File: src/rtl/serial_ones_tracker.sv
// Serial ones tracker: counts accepted bits and ones per fixed-length frame,
// flags frame completion and whether the frame's ones count matched modulo MOD.
module serial_ones_tracker #(
    parameter  int FRAME_LEN = 8,
    parameter  int MOD       = 2,
    localparam int CW        = $clog2(FRAME_LEN + 1),
    localparam int MW        = $clog2(MOD)
) (
    input  logic          clk,
    input  logic          rst,
    input  logic          din,
    input  logic          din_valid,
    input  logic          start,
    input  logic          odd_mode,
    output logic          out,
    output logic [CW-1:0] ones_cnt,
    output logic [CW-1:0] bit_cnt,
    output logic          busy,
    output logic          frame_valid,
    output logic          frame_match
);

    typedef enum logic [1:0] {IDLE, RUN, DONE} state_t;

    localparam logic [CW-1:0] LAST_BIT = CW'(FRAME_LEN - 1);
    localparam logic [MW-1:0] MOD_LAST = MW'(MOD - 1);

    state_t          state, state_d;
    logic            clear, accept;
    logic [MW-1:0]   mod_cnt;

    function automatic logic [MW-1:0] mod_advance(input logic [MW-1:0] m, input logic b);
        if (!b)
            return m;
        return (m == MOD_LAST) ? '0 : m + MW'(1);
    endfunction

    always_ff @(posedge clk or negedge rst) begin
        if (!rst)
            state <= IDLE;
        else
            state <= state_d;
    end

    // A start in RUN restarts the frame and takes priority over any valid bit.
    always_comb begin
        state_d = state;
        clear   = 1'b0;
        accept  = 1'b0;
        unique case (state)
            IDLE: begin
                if (start) begin
                    state_d = RUN;
                    clear   = 1'b1;
                end
            end
            RUN: begin
                if (start) begin
                    clear = 1'b1;
                end else if (din_valid) begin
                    accept = 1'b1;
                    if (bit_cnt == LAST_BIT)
                        state_d = DONE;
                end
            end
            DONE: begin
                if (start) begin
                    state_d = RUN;
                    clear   = 1'b1;
                end else begin
                    state_d = IDLE;
                end
            end
            default: state_d = IDLE;
        endcase
    end

    always_ff @(posedge clk or negedge rst) begin
        if (!rst) begin
            bit_cnt     <= '0;
            ones_cnt    <= '0;
            mod_cnt     <= '0;
            frame_match <= 1'b0;
        end else begin
            if (clear) begin
                bit_cnt  <= '0;
                ones_cnt <= '0;
                mod_cnt  <= '0;
            end else if (accept) begin
                bit_cnt  <= bit_cnt + CW'(1);
                ones_cnt <= ones_cnt + CW'(din);
                mod_cnt  <= mod_advance(mod_cnt, din);
            end
            // Match is captured on the edge leaving DONE, before any restart clears mod_cnt.
            if (state == DONE)
                frame_match <= odd_mode ? (mod_cnt != '0) : (mod_cnt == '0);
        end
    end

    assign out         = (mod_cnt == '0);
    assign busy        = (state == RUN);
    assign frame_valid = (state == DONE);

endmodule
File: config.mk
export PLATFORM = sky130hd
export DESIGN_NAME = serial_ones_tracker
export DESIGN_NICKNAME = d
export VERILOG_FILES = /design/src/rtl/serial_ones_tracker.sv
export SDC_FILE = /design/constraint.sdc
export NUM_CORES = 1
export LEC_CHECK = 0
export ABC_AREA = 1
export BUFFER_PORTS_ARGS = -buffer_cell sky130_fd_sc_hd__buf_2
export CORE_AREA = 4 4 41 43
export CTS_BUF_LIST = sky130_fd_sc_hd__clkbuf_16
export DETAILED_ROUTE_END_ITERATION = 8
export DIE_AREA = 0 0 45 47
export PLACE_DENSITY = 0.74
export SETUP_SLACK_MARGIN = 0.5
export SLEW_MARGIN = 20
export SYNTH_ARGS = -nofsm -noshare
export SYNTH_HDL_FRONTEND = slang
export SYNTH_SLANG_ARGS = --single-unit
File: constraint.sdc
create_clock -name clk -period 2.7 [get_ports clk]
set_input_delay 0.135 -clock clk [delete_from_list [all_inputs] [get_ports clk]]
set_output_delay 0.135 -clock clk [all_outputs]
set_load 0.02 [all_outputs]
==> After elaboration in Yosys (flattened, before gate mapping) <==
Cells that the tools add are included.
{ "totals": {"ram_bits": 0, "latch_bits": 0, "word_cells": 45, "inputBits": 6, "out_inout_bits": 12, "n_memories": 0, "ff_bits": 12, "rom_bits": 0} }
{ "classes": {"muxes": 23, "bitwise_logic": 1, "mul": 0, "reduce_logical": 5, "shift": 0, "addsub": 3, "order_cmp": 0, "eq_ne": 8, "div": 0} }
{ "ops": {"columns": ["operator", "count"], "rows": [
  ["4-bit 2-to-1 mux", 4],
  ["1-bit 2-to-1 mux", 14],
  ["2-bit 2-to-1 mux", 4],
  ["2-bit inequality test, second input constant", 3],
  ["2-bit case mux with 3 select lines", 1],
  ["4-bit by 1-bit adder with 4-bit output", 1],
  ["4-bit by 1-bit adder with 4-bit output, second input constant", 1],
  ["4-bit by 3-bit == test with 1-bit output, second input constant", 1],
  ["4-bit AND reduction", 1],
  ["3-bit inequality test, second input constant", 1],
  ["3-bit OR reduction", 1],
  ["2-bit by 1-bit == test with 1-bit output, second input constant", 1],
  ["2-bit == test, second input constant", 1],
  ["2-bit zero test", 1],
  ["2-bit by 1-bit inequality test with 1-bit output, second input constant", 1],
  ["2-bit AND reduction", 1],
  ["2-bit nonzero test", 1],
  ["1-bit adder, second input constant", 1],
  ["1-bit NOT", 1]
]} }

==> Logic depth before layout (Yosys ltp) <==
Gate-level depths: netlist (run 1).
{ "logic_depth": {"ltp_word": 8, "depth_mapped": 7, "mapped_depth_nobuf": 7} }

==> Worst setup path after synthesis (run 1) <==
OpenSTA, ideal clock, no wires.
{ "synth_path": {"path_kind": "register to register", "startpoint": "register state[0]", "endpoint": "register mod_cnt", "setup_time_ns": 0.117, "period_less_slack_ns": 1.242, "required_ns": 2.583, "path_stages_with_launch": 8, "arrival_ns": 1.125, "slack_ns": 1.458, "cell_sequence": "dfrtp_1 -> inv_1 -> nor2_1 -> nand2_1 -> nand2_1 -> nand2_1 -> nand2_1 -> nand2_1"} }
{ "synth_between": {"elab_chain_cells": 5} }
{ "synth_rtl": {"columns": ["item", "line_no", "source"], "rows": [
  ["from (decl)", "28", "state_t state, state_d;"],
  ["from (signal assigned)", "42", "state <= state_d;"],
  ["2-bit by 1-bit == test with 1-bit output (*)", null, null],
  ["named net busy", "18", "output logic busy,"],
  ["3-bit OR reduction (no source line)", null, null],
  ["1-bit 2-to-1 mux", null, null],
  ["3-bit inequality test (no source line) / 2-bit nonzero test (equally long branches)", null, null],
  ["2-bit AND reduction (no source line)", null, null],
  ["to (signal assigned)", "92", "mod_cnt <= mod_advance(mod_cnt, din);"],
  ["to (decl)", "30", "logic [MW-1:0] mod_cnt;"]
]} }
The timed path passes the listed nets; every way through them passes the cells marked *.
A chain may end at the register's enable or synchronous reset.

==> Worst setup path in the final report (run 1) <==
{ "layout_path": {"startpoint": "register state[1]", "endpoint": "register bit_cnt[2]"} }
{ "layout_between": {"elab_chain_cells": 4} }
{ "layout_rtl": {"columns": ["item", "line_no", "source"], "rows": [
  ["2-bit by 1-bit == test with 1-bit output (tied with other cells)", "50", "unique case (state)"],
  ["3-bit OR reduction (no source line)", null, null],
  ["1-bit 2-to-1 mux", null, null],
  ["4-bit 2-to-1 mux / 2-bit nonzero test (equally long branches)", null, null],
  ["to (signal assigned)", "90", "bit_cnt <= bit_cnt + CW'(1);"],
  ["to (decl)", "17", "output logic [CW-1:0] bit_cnt,"]
]} }
Parallel ways exist; a longest one is shown, timed or not.

==> impl_metrics.csv, run 1 <==
group,metric,value,unit
global_routing,grt.total_usage,15.2,%
worst_setup_path,critPathCaptureType,"flip-flop",
pwr,totalPowerFinal,654,uW
worst_setup_path,endpoint_of_the_worst_register_to_register_path,"bit_cnt[2]$_DFFE_PN0P_",
sta,drv_slew,0,
die,boundaryPins,18,
detailed_routing,drt_iter0_drc,7,
synth,synth.lib_cells_used.distinct,18,
detailed_routing,detail_route.drc_violations,0,
worst_setup_path,timing.rr.start,"state[1]$_DFFE_PN0P_",
sta,hold_viol,0,
worst_setup_path,critical_path_class,"flip-flop to flip-flop",
synth,synth_commonest_cells,"sky130_fd_sc_hd__nand2_1 (25), sky130_fd_sc_hd__dfrtp_1 (12), sky130_fd_sc_hd__inv_1 (9)",
synth,synthesis.nets,88,
sta,worst_clock_skew,0.000519,ns
placed_design,port_buffers,17,
pwr,power_density,783,nW/um^2
detailed_routing,routed_vias,569,
worst_setup_path,timing.critical_path.required,2.82,ns
synth,synth_most_common_cell,"sky130_fd_sc_hd__nand2_1",
flow_run,timing.max_cap.violations,0,
global_routing,antenna_found_initial,0,
global_routing,first_global_vias,556,
sta,post-route-period-util,45.2,%
die,initial_utilization,50.3,%
cts,cts_tree,"done",
status,status,"finished, final reports clean",
synth,async_flop_share,100,%
worst_setup_path,ff2ff_path_depth,6,
cts,cts.clk_slew.worst_paths,0.04,ns
worst_setup_path,worstPathMaxFanout,11,
placed_design,gp_congestion,0.718,
sta,max_clock_freq,819,MHz
die,floorplan.rows,13,
layout,antenna_cells_inserted,0,
min_path,hold_path_class,"input port to flip-flop",
min_path,worst_hold_path.endpoint,"frame_match$_DFFE_PN0N_",
detailed_routing,post_drt_via_cell_ratio,4.95,
synth,yosys-top-cells-area,"sky130_fd_sc_hd__dfrtp_1 (46%), sky130_fd_sc_hd__nand2_1 (14%), sky130_fd_sc_hd__ha_1 (5.7%)",
synth,synth_top_flop_cell,"sky130_fd_sc_hd__dfrtp_1",
cts,source_to_sink_clock_delay_at_the_later_pin_of_the_worst_skew_pair,0.24,ns
die,dieArea,2120,um^2
sta,timing.final.ws_setup,1.48,ns
die,core,1300,um^2
pwr,static-leakage-power,0.448,nW
layout,n_fill_cell,115,
synth,synthCells,79,
layout,area.growth.synth_to_final,27.7,%
layout,share_of_cells_above_drive_strength_1,28.0,%
pwr,max-vdd-ir-drop,0.512,mV
cts,cts.sink_count,12,
layout,final_cells,115,
cts,post_cts_buffers,0,
global_routing,grt_first_pass_wirelength,2.34,mm
synth,yosysTopAreaCell,"sky130_fd_sc_hd__dfrtp_1",
sta,finalWorstPathRequiredPeriod,1.22,ns
synth,synth-edff-count,0,
placed_design,detailedPlacementHpwl,1.00,mm
min_path,hp-start,"odd_mode",
placed_design,dpl_worst_slack,1.50,ns
sta,final-setup-viol-count,0,
global_routing,globalRoute.totalOverflow,0,
sta,grt_setup_unrepaired,"no",
synth,ys_seq_elements,12,
cts,cts_made_buffers,3,
sta,totalNegativeSetupSlack,0,ns
sta,whs,0.174,ns
synth,synth_top_area_share,45.9,%
sta,relSlewSlack,78.7,%
synth,synthesis.yosys.warnings,0,
die,floorplan.die.width,45,um
synth,synth.cell_area,654,um^2
min_path,min_delay_path_depth,4,
placed_design,dp_cells,110,
cts,cts-root-to-sink-buffers,2,
synth,postSynthAreaPerCell,8.28,um^2
layout,nNetsFinal,110,
sta,tightest_slew,0.319,ns
detailed_routing,drt-pass1-iter-count,4,
worst_setup_path,cp-start-kind,"flip-flop",
global_routing,largest_net_degree_at_the_start_of_global_routing,13,
detailed_routing,total_wire_length,1.35,mm
cts,htreeDepth,1,
synth,seq_area_frac_synth,45.9,%
die,chipHeight,47,um
worst_setup_path,worstPathArrival,1.34,ns
cts,cts_root_buf,"sky130_fd_sc_hd__clkbuf_16",
worst_setup_path,rrSetupSlack,1.48,ns
detailed_routing,ant_nets,0,
detailed_routing,drt-wirelength-per-cell,11.7,um
[per-stage QoR]
| step | area [um^2] | util (%) |
|---|---|---|
| floorplan | 654 | - |
| global placement | 747 | 57.4 |
| detailed placement | 747 | 57.4 |
| CTS | 836 | 64.2 |
| global route | 836 | 64.2 |
| finish | 836 | 64.2 |
[flip-flops by register name, indices dropped and copies added (netlist names)]
name and count:
mod_cnt 1, ones_cnt 4, frame_match 1, bit_cnt 4, state 2
[cells by family (layout without fill, tap and decap cells)]
logic type	Yosys count	after routing	synth area share, %
AND/OR/NAND/NOR	45	45	31.6
flip-flops	12	12	45.9
buffers and inverters	10	31	6.88
AO/OA/AOI/OAI	7	7	7.27
adder cells (fa/ha/maj)	3	3	5.74
XOR/XNOR	2	2	2.68
[cell type report]
type | instances | area (um^2) | area share, %
Tap cell | 15 | 18.8 | 2.25
Clock inverter | 1 | 3.75 | 0.449
Multi-Input combinational cell | 57 | 309 | 37.0
Sequential cell | 12 | 300 | 35.9
Timing Repair Buffer | 18 | 95.1 | 11.4
Inverter | 9 | 33.8 | 4.04
Clock buffer | 3 | 75.1 | 8.98
[repair_timing]
item / 4_1_cts / 5_1_grt
hold buffers: 1 / 0
hold endpoints to repair: 12 / 0
resized for setup: 0 / 0
[layer usage]
| layer | vias to the layer above | GRT usage [%] | routed length [um] |
|---|---|---|---|
| met2 | 15 | 25.1 | 658 |
| met5 | - | 0 | 0 |
| met3 | 2 | 3.45 | 82 |
| met4 | 0 | 7.02 | 7 |
| li1 | 291 | - | - |
| met1 | 261 | 18.9 | 598 |
[layout by cell type, fill, tap and decap left out]
cell type / instances
sky130_fd_sc_hd__nand2_1: 25
sky130_fd_sc_hd__xnor2_1: 1
sky130_fd_sc_hd__nand3_1: 4
sky130_fd_sc_hd__nand4_1: 1
sky130_fd_sc_hd__buf_2: 17
sky130_fd_sc_hd__nand2_2: 1
sky130_fd_sc_hd__o21ai_0: 3
sky130_fd_sc_hd__nand2_4: 1
sky130_fd_sc_hd__dlygate4sd3_1: 1
sky130_fd_sc_hd__o22ai_1: 1
sky130_fd_sc_hd__xor2_1: 1
sky130_fd_sc_hd__dfrtp_1: 12
sky130_fd_sc_hd__inv_1: 9
sky130_fd_sc_hd__ha_1: 3
sky130_fd_sc_hd__nor2_1: 8
sky130_fd_sc_hd__nor3_1: 2
sky130_fd_sc_hd__or2_2: 1
sky130_fd_sc_hd__clkbuf_16: 3
sky130_fd_sc_hd__a21oi_2: 3
sky130_fd_sc_hd__nor2_4: 2
sky130_fd_sc_hd__clkinv_1: 1
[critical path: stages (launching register included)]
cell and delay [ns]:
sky130_fd_sc_hd__dfrtp_1 0.39, sky130_fd_sc_hd__inv_1 0.10, sky130_fd_sc_hd__nand2_2 0.08, sky130_fd_sc_hd__nor2_4 0.30, sky130_fd_sc_hd__nor2_4 0.08, sky130_fd_sc_hd__nand2_1 0.08
sky130_fd_sc_hd__o21ai_0 0.08
[how the worst max path moves through the flow]
stage	start	endpoint
after floorplan	state[0]$_DFFE_PN0P_	mod_cnt$_DFFE_PN0P_
after global placement	bit_cnt[0]$_DFFE_PN0P_	bit_cnt[2]$_DFFE_PN0P_
after detailed placement	state[1]$_DFFE_PN0P_	bit_cnt[2]$_DFFE_PN0P_
after CTS	state[1]$_DFFE_PN0P_	ones_cnt[3]$_DFFE_PN0P_
after global routing	state[1]$_DFFE_PN0P_	ones_cnt[3]$_DFFE_PN0P_
final	state[1]$_DFFE_PN0P_	bit_cnt[2]$_DFFE_PN0P_
[power by group]
part	total (mW)	internal [mW]	switching (mW)
clock network	0.272	0.195	0.0766
registers	0.235	0.207	0.0281
logic	0.148	0.0553	0.0923
Power figures use the tool's default switching activity.
==> run 2, diff against run 1 <==
--- a/config.mk
+++ b/config.mk
@@ -7,11 +7,11 @@
 export LEC_CHECK = 0
 export ABC_AREA = 1
 export BUFFER_PORTS_ARGS = -buffer_cell sky130_fd_sc_hd__buf_2
-export CORE_AREA = 4 4 41 43
+export CORE_MARGIN = 4
+export CORE_UTILIZATION = 44
 export CTS_BUF_LIST = sky130_fd_sc_hd__clkbuf_16
 export DETAILED_ROUTE_END_ITERATION = 8
-export DIE_AREA = 0 0 45 47
-export PLACE_DENSITY = 0.74
+export PLACE_DENSITY = 0.7
 export SETUP_SLACK_MARGIN = 0.5
 export SLEW_MARGIN = 20
 export SYNTH_ARGS = -nofsm -noshare
==> constraint.sdc (replaced) <==
create_clock -name clk -period 1.09 [get_ports clk]
set_input_delay 0.0545 -clock clk [delete_from_list [all_inputs] [get_ports clk]]
set_output_delay 0.0545 -clock clk [all_outputs]
set_load 0.02 [all_outputs]
==> run 2 against run 1 <==
The flow now finishes with violations (negative setup slack). Sequential share of layout area shrank 9.0 points. Clock power is 150% higher. Sequential power rose to 2.6 times the previous value. Register-to-register slack worse by 1.5 ns. Wire length increased by 29%. Combinational power increased to 5.0 times the previous value. Global-route usage rose by 5.3 points. Final cell count is 11% higher.
==> impl_metrics.csv, run 2 (synthesis results as in run 1) <==
group,metric,value,unit
detailed_routing,detail_route.drc_violations,0,
detailed_routing,dr.max_layer_used,"met4",
worst_setup_path,crit_chain,"inv_2, nand2_4, nor2_4, buf_12, nand3_2, nand2_1, nor2_1",
worst_setup_path,worst-path-buf-inv,2,
global_routing,grt_first_pass_wirelength,3.05,mm
layout,finalCoreUtilization,84.6,%
sta,tightest_slew,0.284,ns
layout,area.growth.synth_to_final,74.6,%
worst_setup_path,timing.rr.start,"state[1]$_DFFE_PN0P_",
placed_design,detailedPlacementHpwl,1.07,mm
detailed_routing,routed_vias,650,
die,floorplan.die.width,46.6,um
cts,cts.clk_slew.worst_paths,0.04,ns
min_path,hold_path_class,"input port to flip-flop",
detailed_routing,drt-pass1-iter-count,4,
cts,source_to_sink_clock_delay_at_the_later_pin_of_the_worst_skew_pair,0.24,ns
worst_setup_path,critPathCaptureType,"flip-flop",
sta,final-setup-viol-count,7,
die,floorplan.rows,13,
layout,postLayoutCellArea,1140,um^2
sta,drv_slew,0,
placed_design,detailed_place.area,885,um^2
worst_setup_path,cp-startpoint,"state[1]$_DFFE_PN0P_",
sta,grt_setup_unrepaired,"yes",
sta,post-route-period-util,105,%
detailed_routing,drt-wirelength-per-cell,13.6,um
sta,worst_clock_skew,0.00306,ns
cts,cts-root-to-sink-buffers,2,
placed_design,dpl_worst_slack,-0.0273,ns
worst_setup_path,rrSetupSlack,-0.05,ns
pwr,max-vdd-ir-drop,1.55,mV
layout,n_fill_cell,74,
status,failed_checks,"negative setup slack",
global_routing,antenna_found_initial,0,
layout,nNetsFinal,123,
cts,cts.sink_count,12,
worst_setup_path,endpoint_of_the_worst_register_to_register_path,"ones_cnt[3]$_DFFE_PN0P_",
min_path,worst_hold_path.endpoint,"frame_match$_DFFE_PN0N_",
layout,most_frequent_cells_in_the_layout,"sky130_fd_sc_hd__nand2_1 (22), sky130_fd_sc_hd__buf_6 (16), sky130_fd_sc_hd__buf_4 (8)",
detailed_routing,drt_iter0_drc,10,
pwr,static-leakage-power,0.553,nW
sta,hold_viol,0,
cts,htreeDepth,1,
global_routing,grt.total_usage,20.5,%
min_path,hp-start,"odd_mode",
min_path,min_delay_path_depth,4,
worst_setup_path,worstPathMaxFanout,11,
flow_run,timing.max_cap.violations,0,
worst_setup_path,ff2ff_path_depth,7,
sta,relSlewSlack,81.1,%
sta,whs,0.105,ns
worst_setup_path,cp-start-kind,"flip-flop",
sta,max_clock_freq,877,MHz
worst_setup_path,critical_path.max_stage_delay,0.42,ns
sta,timing.final.ws_setup,-0.0500,ns
global_routing,largest_net_degree_at_the_start_of_global_routing,13,
status,status,"finished with violations",
layout,layout_commonest_cell,"sky130_fd_sc_hd__nand2_1",
die,boundaryPins,18,
global_routing,first_global_vias,697,
cts,cts_root_buf,"sky130_fd_sc_hd__clkbuf_16",
layout,reg.largest.list,"bit_cnt x4, ones_cnt x4, state x2",
sta,finalWorstPathRequiredPeriod,1.14,ns
worst_setup_path,critical_path_class,"flip-flop to flip-flop",
pwr,power_density,1770,nW/um^2
worst_setup_path,worstPathArrival,1.27,ns
pwr,totalPowerFinal,2.03,mW
worst_setup_path,worst_path_max_delay_cell,"sky130_fd_sc_hd__dfrtp_1",
worst_setup_path,path_delay_family,"flip-flops",
detailed_routing,routedLengthMet1,709,um
cts,cts_tree,"done",
die,core,1350,um^2
detailed_routing,post_drt_via_cell_ratio,5.08,
placed_design,port_buffers,17,
global_routing,globalRoute.totalOverflow,0,
detailed_routing,met3_wirelength,86,um
detailed_routing,ant_nets,0,
die,dieArea,2170,um^2
detailed_routing,met2_length,924,um
layout,share_of_cells_above_drive_strength_1,57.5,%
cts,cts_made_buffers,3,
layout,antenna_cells_inserted,0,
placed_design,gp_congestion,0.719,
worst_setup_path,timing.critical_path.required,1.22,ns
worst_setup_path,path_depth,7,
detailed_routing,total_wire_length,1.74,mm
die,chipHeight,46.6,um
die,initial_utilization,48.5,%
run 2: cell count changes in the layout (fill, tap and decap cells not counted), moves of 3 or more:
| cell | change |
|---|---|
| sky130_fd_sc_hd__buf_2 | -12 |
| sky130_fd_sc_hd__buf_4 | +8 |
| sky130_fd_sc_hd__buf_6 | +16 |
| sky130_fd_sc_hd__dfrtp_1 | -6 |
| sky130_fd_sc_hd__dfrtp_2 | +6 |
| sky130_fd_sc_hd__ha_1 | -3 |
| sky130_fd_sc_hd__ha_4 | +3 |
| sky130_fd_sc_hd__inv_2 | +3 |
| sky130_fd_sc_hd__nand2_1 | -3 |
| sky130_fd_sc_hd__nor2_1 | -4 |
| sky130_fd_sc_hd__o21ai_0 | -3 |
run 2: through the flow:
| step | cells | setup TNS [ns] |
|---|---|---|
| after detailed placement | 116 | -0.101 |
| after floorplan | 79 | -0.228 |
| after CTS | 128 | -0.174 |
| after global routing | 128 | -0.824 |
| final | 128 | -0.259 |
| after global placement | 116 | -0.00817 |
run 2: routing by layer:
metal	up-vias	GRT usage [%]
met5	-	0
met1	312	24.7
li1	319	-
met4	0	6.82
met2	15	34.3
met3	4	6.25
run 2: how the worst max path moves through the flow:
| stage | endpoint | slack (ns) |
|---|---|---|
| after global routing | bit_cnt[3]$_DFFE_PN0P_ | -0.12 |
| after detailed placement | ones_cnt[2]$_DFFE_PN0P_ | -0.03 |
| after global placement | ones_cnt[2]$_DFFE_PN0P_ | -0.006 |
| final | ones_cnt[3]$_DFFE_PN0P_ | -0.05 |
| after CTS | ones_cnt[2]$_DFFE_PN0P_ | -0.03 |
| after floorplan | ones_cnt[2]$_DFFE_PN0P_ | -0.08 |
run 2: where the power goes:
group | internal [mW] | switching, mW | total, mW
Sequential | 0.522 | 0.0851 | 0.608
Combinational | 0.404 | 0.343 | 0.747
Clock | 0.482 | 0.189 | 0.671
run 2: worst reg2reg max path, stage by stage, from the launching register on:
cell                      delay (ns)
sky130_fd_sc_hd__dfrtp_1        0.42
sky130_fd_sc_hd__inv_2          0.10
sky130_fd_sc_hd__nand2_4        0.06
sky130_fd_sc_hd__nor2_4         0.12
sky130_fd_sc_hd__buf_12         0.15
sky130_fd_sc_hd__nand3_2        0.07
sky130_fd_sc_hd__nand2_1        0.07
sky130_fd_sc_hd__nor2_1         0.04
run 2: repair_timing:
action,CTS,global route
setup endpoints to repair,24,24
setup buffers,7,0
resized for setup,31,7
pin swaps,4,2
endpoints found under the hold margin,12,0
hold buffers,1,0
run 2: cell type report:
type | instances | area, um^2 | area share [%]
clock buffers | 3 | 75.1 | 6.57
flip-flops and latches | 12 | 308 | 26.9
multi-input cells | 57 | 408 | 35.7
well taps | 15 | 18.8 | 1.64
inverters | 9 | 33.8 | 2.96
repair buffers | 31 | 295 | 25.8
clock inverters | 1 | 3.75 | 0.329
==> run 3, diff against run 2 <==
--- a/config.mk
+++ b/config.mk
@@ -8,12 +8,14 @@
 export ABC_AREA = 1
 export BUFFER_PORTS_ARGS = -buffer_cell sky130_fd_sc_hd__buf_2
 export CORE_MARGIN = 4
-export CORE_UTILIZATION = 44
+export CORE_UTILIZATION = 49
 export CTS_BUF_LIST = sky130_fd_sc_hd__clkbuf_16
 export DETAILED_ROUTE_END_ITERATION = 8
-export PLACE_DENSITY = 0.7
+export MAX_ROUTING_LAYER = met4
+export PLACE_DENSITY = 0.73
 export SETUP_SLACK_MARGIN = 0.5
 export SLEW_MARGIN = 20
 export SYNTH_ARGS = -nofsm -noshare
 export SYNTH_HDL_FRONTEND = slang
 export SYNTH_SLANG_ARGS = --single-unit
+export TNS_END_PERCENT = 30
==> constraint.sdc (replaced) <==
create_clock -name clk -period 1.15 [get_ports clk]
set_input_delay 0.0575 -clock clk [delete_from_list [all_inputs] [get_ports clk]]
set_output_delay 0.0575 -clock clk [all_outputs]
set_load 0.02 [all_outputs]
==> run 3 against run 2 <==
The flow now finishes without violations. Global-route usage is 2.9 points lower. Wire length decreased by 11%. Non-clock buffer count shrank 7. Largest cell class unchanged.
==> impl_metrics.csv, run 3 (synthesis results as in run 1) <==
group,metric,value,unit
status,status,"finished, final reports clean",
placed_design,dp_cells,112,
cts,cts-root-to-sink-buffers,2,
sta,final-setup-viol-count,0,
cts,cts_made_buffers,3,
worst_setup_path,critPathCaptureType,"output pin",
cts,cts_root_buf,"sky130_fd_sc_hd__clkbuf_16",
cts,htreeDepth,1,
detailed_routing,drt-wirelength-per-cell,12.9,um
cts,cts_tree,"done",
sta,totalNegativeSetupSlack,0,ns
detailed_routing,ant_nets,0,
sta,grt_setup_unrepaired,"yes",
die,core,1190,um^2
detailed_routing,drt-pass1-iter-count,4,
worst_setup_path,ff2ff_path_depth,5,
worst_setup_path,worst-path-buf-inv,2,
layout,layout_commonest_cell,"sky130_fd_sc_hd__nand2_1",
die,dieArea,1980,um^2
placed_design,detailedPlacementHpwl,985,um
sta,finalWorstPathRequiredPeriod,1.13,ns
worst_setup_path,worstPathMaxFanout,5,
placed_design,port_buffers,17,
layout,antenna_cells_inserted,0,
worst_setup_path,worstPathArrival,1.08,ns
sta,worst_clock_skew,0.00347,ns
layout,nNetsFinal,116,
layout,n_fill_cell,61,
pwr,max-vdd-ir-drop,1.52,mV
layout,combined_area_of_the_multi_input_logic_cells,384,um^2
cts,cts.clk_slew.worst_paths,0.05,ns
sta,hold_viol,0,
worst_setup_path,crit_chain,"buf_4, nor2_4, buf_6",
worst_setup_path,endpoint_of_the_worst_register_to_register_path,"ones_cnt[2]$_DFFE_PN0P_",
min_path,hold_path_class,"input port to flip-flop",
pwr,static-leakage-power,0.495,nW
detailed_routing,post_drt_via_cell_ratio,5.06,
global_routing,antenna_found_initial,0,
sta,drv_slew,0,
min_path,min_delay_path_depth,4,
sta,relSlewSlack,80.9,%
sta,whs,0.0903,ns
global_routing,first_global_vias,561,
flow_run,timing.max_cap.violations,0,
die,floorplan.rows,12,
die,floorplan.die.width,44.5,um
min_path,worst_hold_path.endpoint,"frame_match$_DFFE_PN0N_",
global_routing,largest_net_degree_at_the_start_of_global_routing,13,
detailed_routing,total_wire_length,1.55,mm
worst_setup_path,path_delay_family,"flip-flops",
sta,tightest_slew,0.286,ns
global_routing,globalRoute.totalOverflow,0,
worst_setup_path,rrSetupSlack,0.02,ns
die,initial_utilization,55.2,%
worst_setup_path,timing.rr.start,"ones_cnt[0]$_DFFE_PN0P_",
sta,max_clock_freq,881,MHz
die,chipHeight,44.5,um
layout,seq_area,307,um^2
cts,source_to_sink_clock_delay_at_the_later_pin_of_the_worst_skew_pair,0.24,ns
min_path,hp-start,"odd_mode",
layout,area.growth.synth_to_final,57.6,%
layout,reg.largest.list,"bit_cnt x4, ones_cnt x4, state x2",
detailed_routing,routed_vias,607,
placed_design,gp_congestion,0.777,
worst_setup_path,critical_path_class,"flip-flop to output pin",
global_routing,grt.total_usage,17.7,%
sta,post-route-period-util,98.7,%
worst_setup_path,cp-start-kind,"flip-flop",
layout,final_cells,120,
worst_setup_path,critical_path.max_stage_delay,0.44,ns
die,boundaryPins,18,
worst_setup_path,worst_path_max_delay_cell,"sky130_fd_sc_hd__dfrtp_2",
detailed_routing,drt_iter0_drc,5,
detailed_routing,detail_route.drc_violations,0,
layout,most_frequent_cells_in_the_layout,"sky130_fd_sc_hd__nand2_1 (22), sky130_fd_sc_hd__buf_2 (8), sky130_fd_sc_hd__inv_1 (7), sky130_fd_sc_hd__dfrtp_1 (7), sky130_fd_sc_hd__buf_4 (7)",
worst_setup_path,cp-startpoint,"state[0]$_DFFE_PN0P_",
worst_setup_path,timing.critical_path.required,1.09,ns
cts,cts.sink_count,12,
global_routing,grt_first_pass_wirelength,2.44,mm
layout,share_of_cells_above_drive_strength_1,49.1,%
pwr,power_density,1680,nW/um^2
## run 3: changes by cell type in the layout (fill, tap and decap cells not counted), moves of 2 or more
cell and delta:
sky130_fd_sc_hd__nor2_1 +2, sky130_fd_sc_hd__buf_2 +3, sky130_fd_sc_hd__nor2_2 -2, sky130_fd_sc_hd__buf_6 -10
## run 3: cell type report
class / count / area share (%)
timing repair buffer: 24 / 20.4
clock buffer: 3 / 7.28
tap: 14 / 1.70
clock inverter: 1 / 0.364
sequential: 12 / 29.7
inverter: 9 / 3.28
multi-input combinational: 57 / 37.3
## run 3: worst register-to-register path, cell delays in order (launching register included)
cell                      delay [ns]
sky130_fd_sc_hd__dfrtp_2        0.42
sky130_fd_sc_hd__ha_4           0.17
sky130_fd_sc_hd__ha_4           0.15
sky130_fd_sc_hd__xor2_1         0.16
sky130_fd_sc_hd__nand3_1        0.08
sky130_fd_sc_hd__nand2_1        0.05
## run 3: repair_timing
action / in CTS / in global routing
pin swaps: 3 / 2
setup buffers: 2 / 1
resized for setup: 7 / 23
endpoints found under the setup margin: 24 / 24
hold endpoints to repair: 12 / 0
hold buffers: 1 / 0
cloned: 0 / 0
## run 3: how the worst max path moves through the flow
| stage | slack (ns) | cells past startpoint | end |
|---|---|---|---|
| CTS | 0.01 | 5 | ones_cnt[2]$_DFFE_PN0P_ |
| detailed placement | 0.03 | 5 | ones_cnt[2]$_DFFE_PN0P_ |
| global placement | 0.05 | 5 | ones_cnt[2]$_DFFE_PN0P_ |
| finish | 0.02 | 3 | frame_valid |
| global route | -0.05 | 4 | bit_cnt[2]$_DFFE_PN0P_ |
| floorplan | -0.02 | 5 | ones_cnt[2]$_DFFE_PN0P_ |
## run 3: routing by layer
layer	wire, um	GRT usage, %
met1	609	20.6
met2	823	28.1
met3	93	5.28
met4	23	7.23
met5	0	-
## run 3: report_power, final
group	internal, mW	total [mW]	leakage [nW]	switching, mW
logic	0.258	0.529	0.309	0.271
registers	0.492	0.560	0.147	0.0681
clock network	0.458	0.643	0.0385	0.185
total	1.21	1.73	0.495	0.525
## run 3: stage by stage
step / area [um^2] / power [mW] / setup slack [ns] / util, %
CTS: 956 / 1.63 / 0.0115 / 80.6
floorplan: 692 / 0.822 / -0.0180 / -
global route: 1030 / 1.83 / -0.0508 / 86.9
detailed placement: 818 / 0.972 / 0.0252 / 69.0
global placement: 818 / 0.966 / 0.0475 / 69.0
finish: 1030 / 1.73 / 0.0150 / 86.9
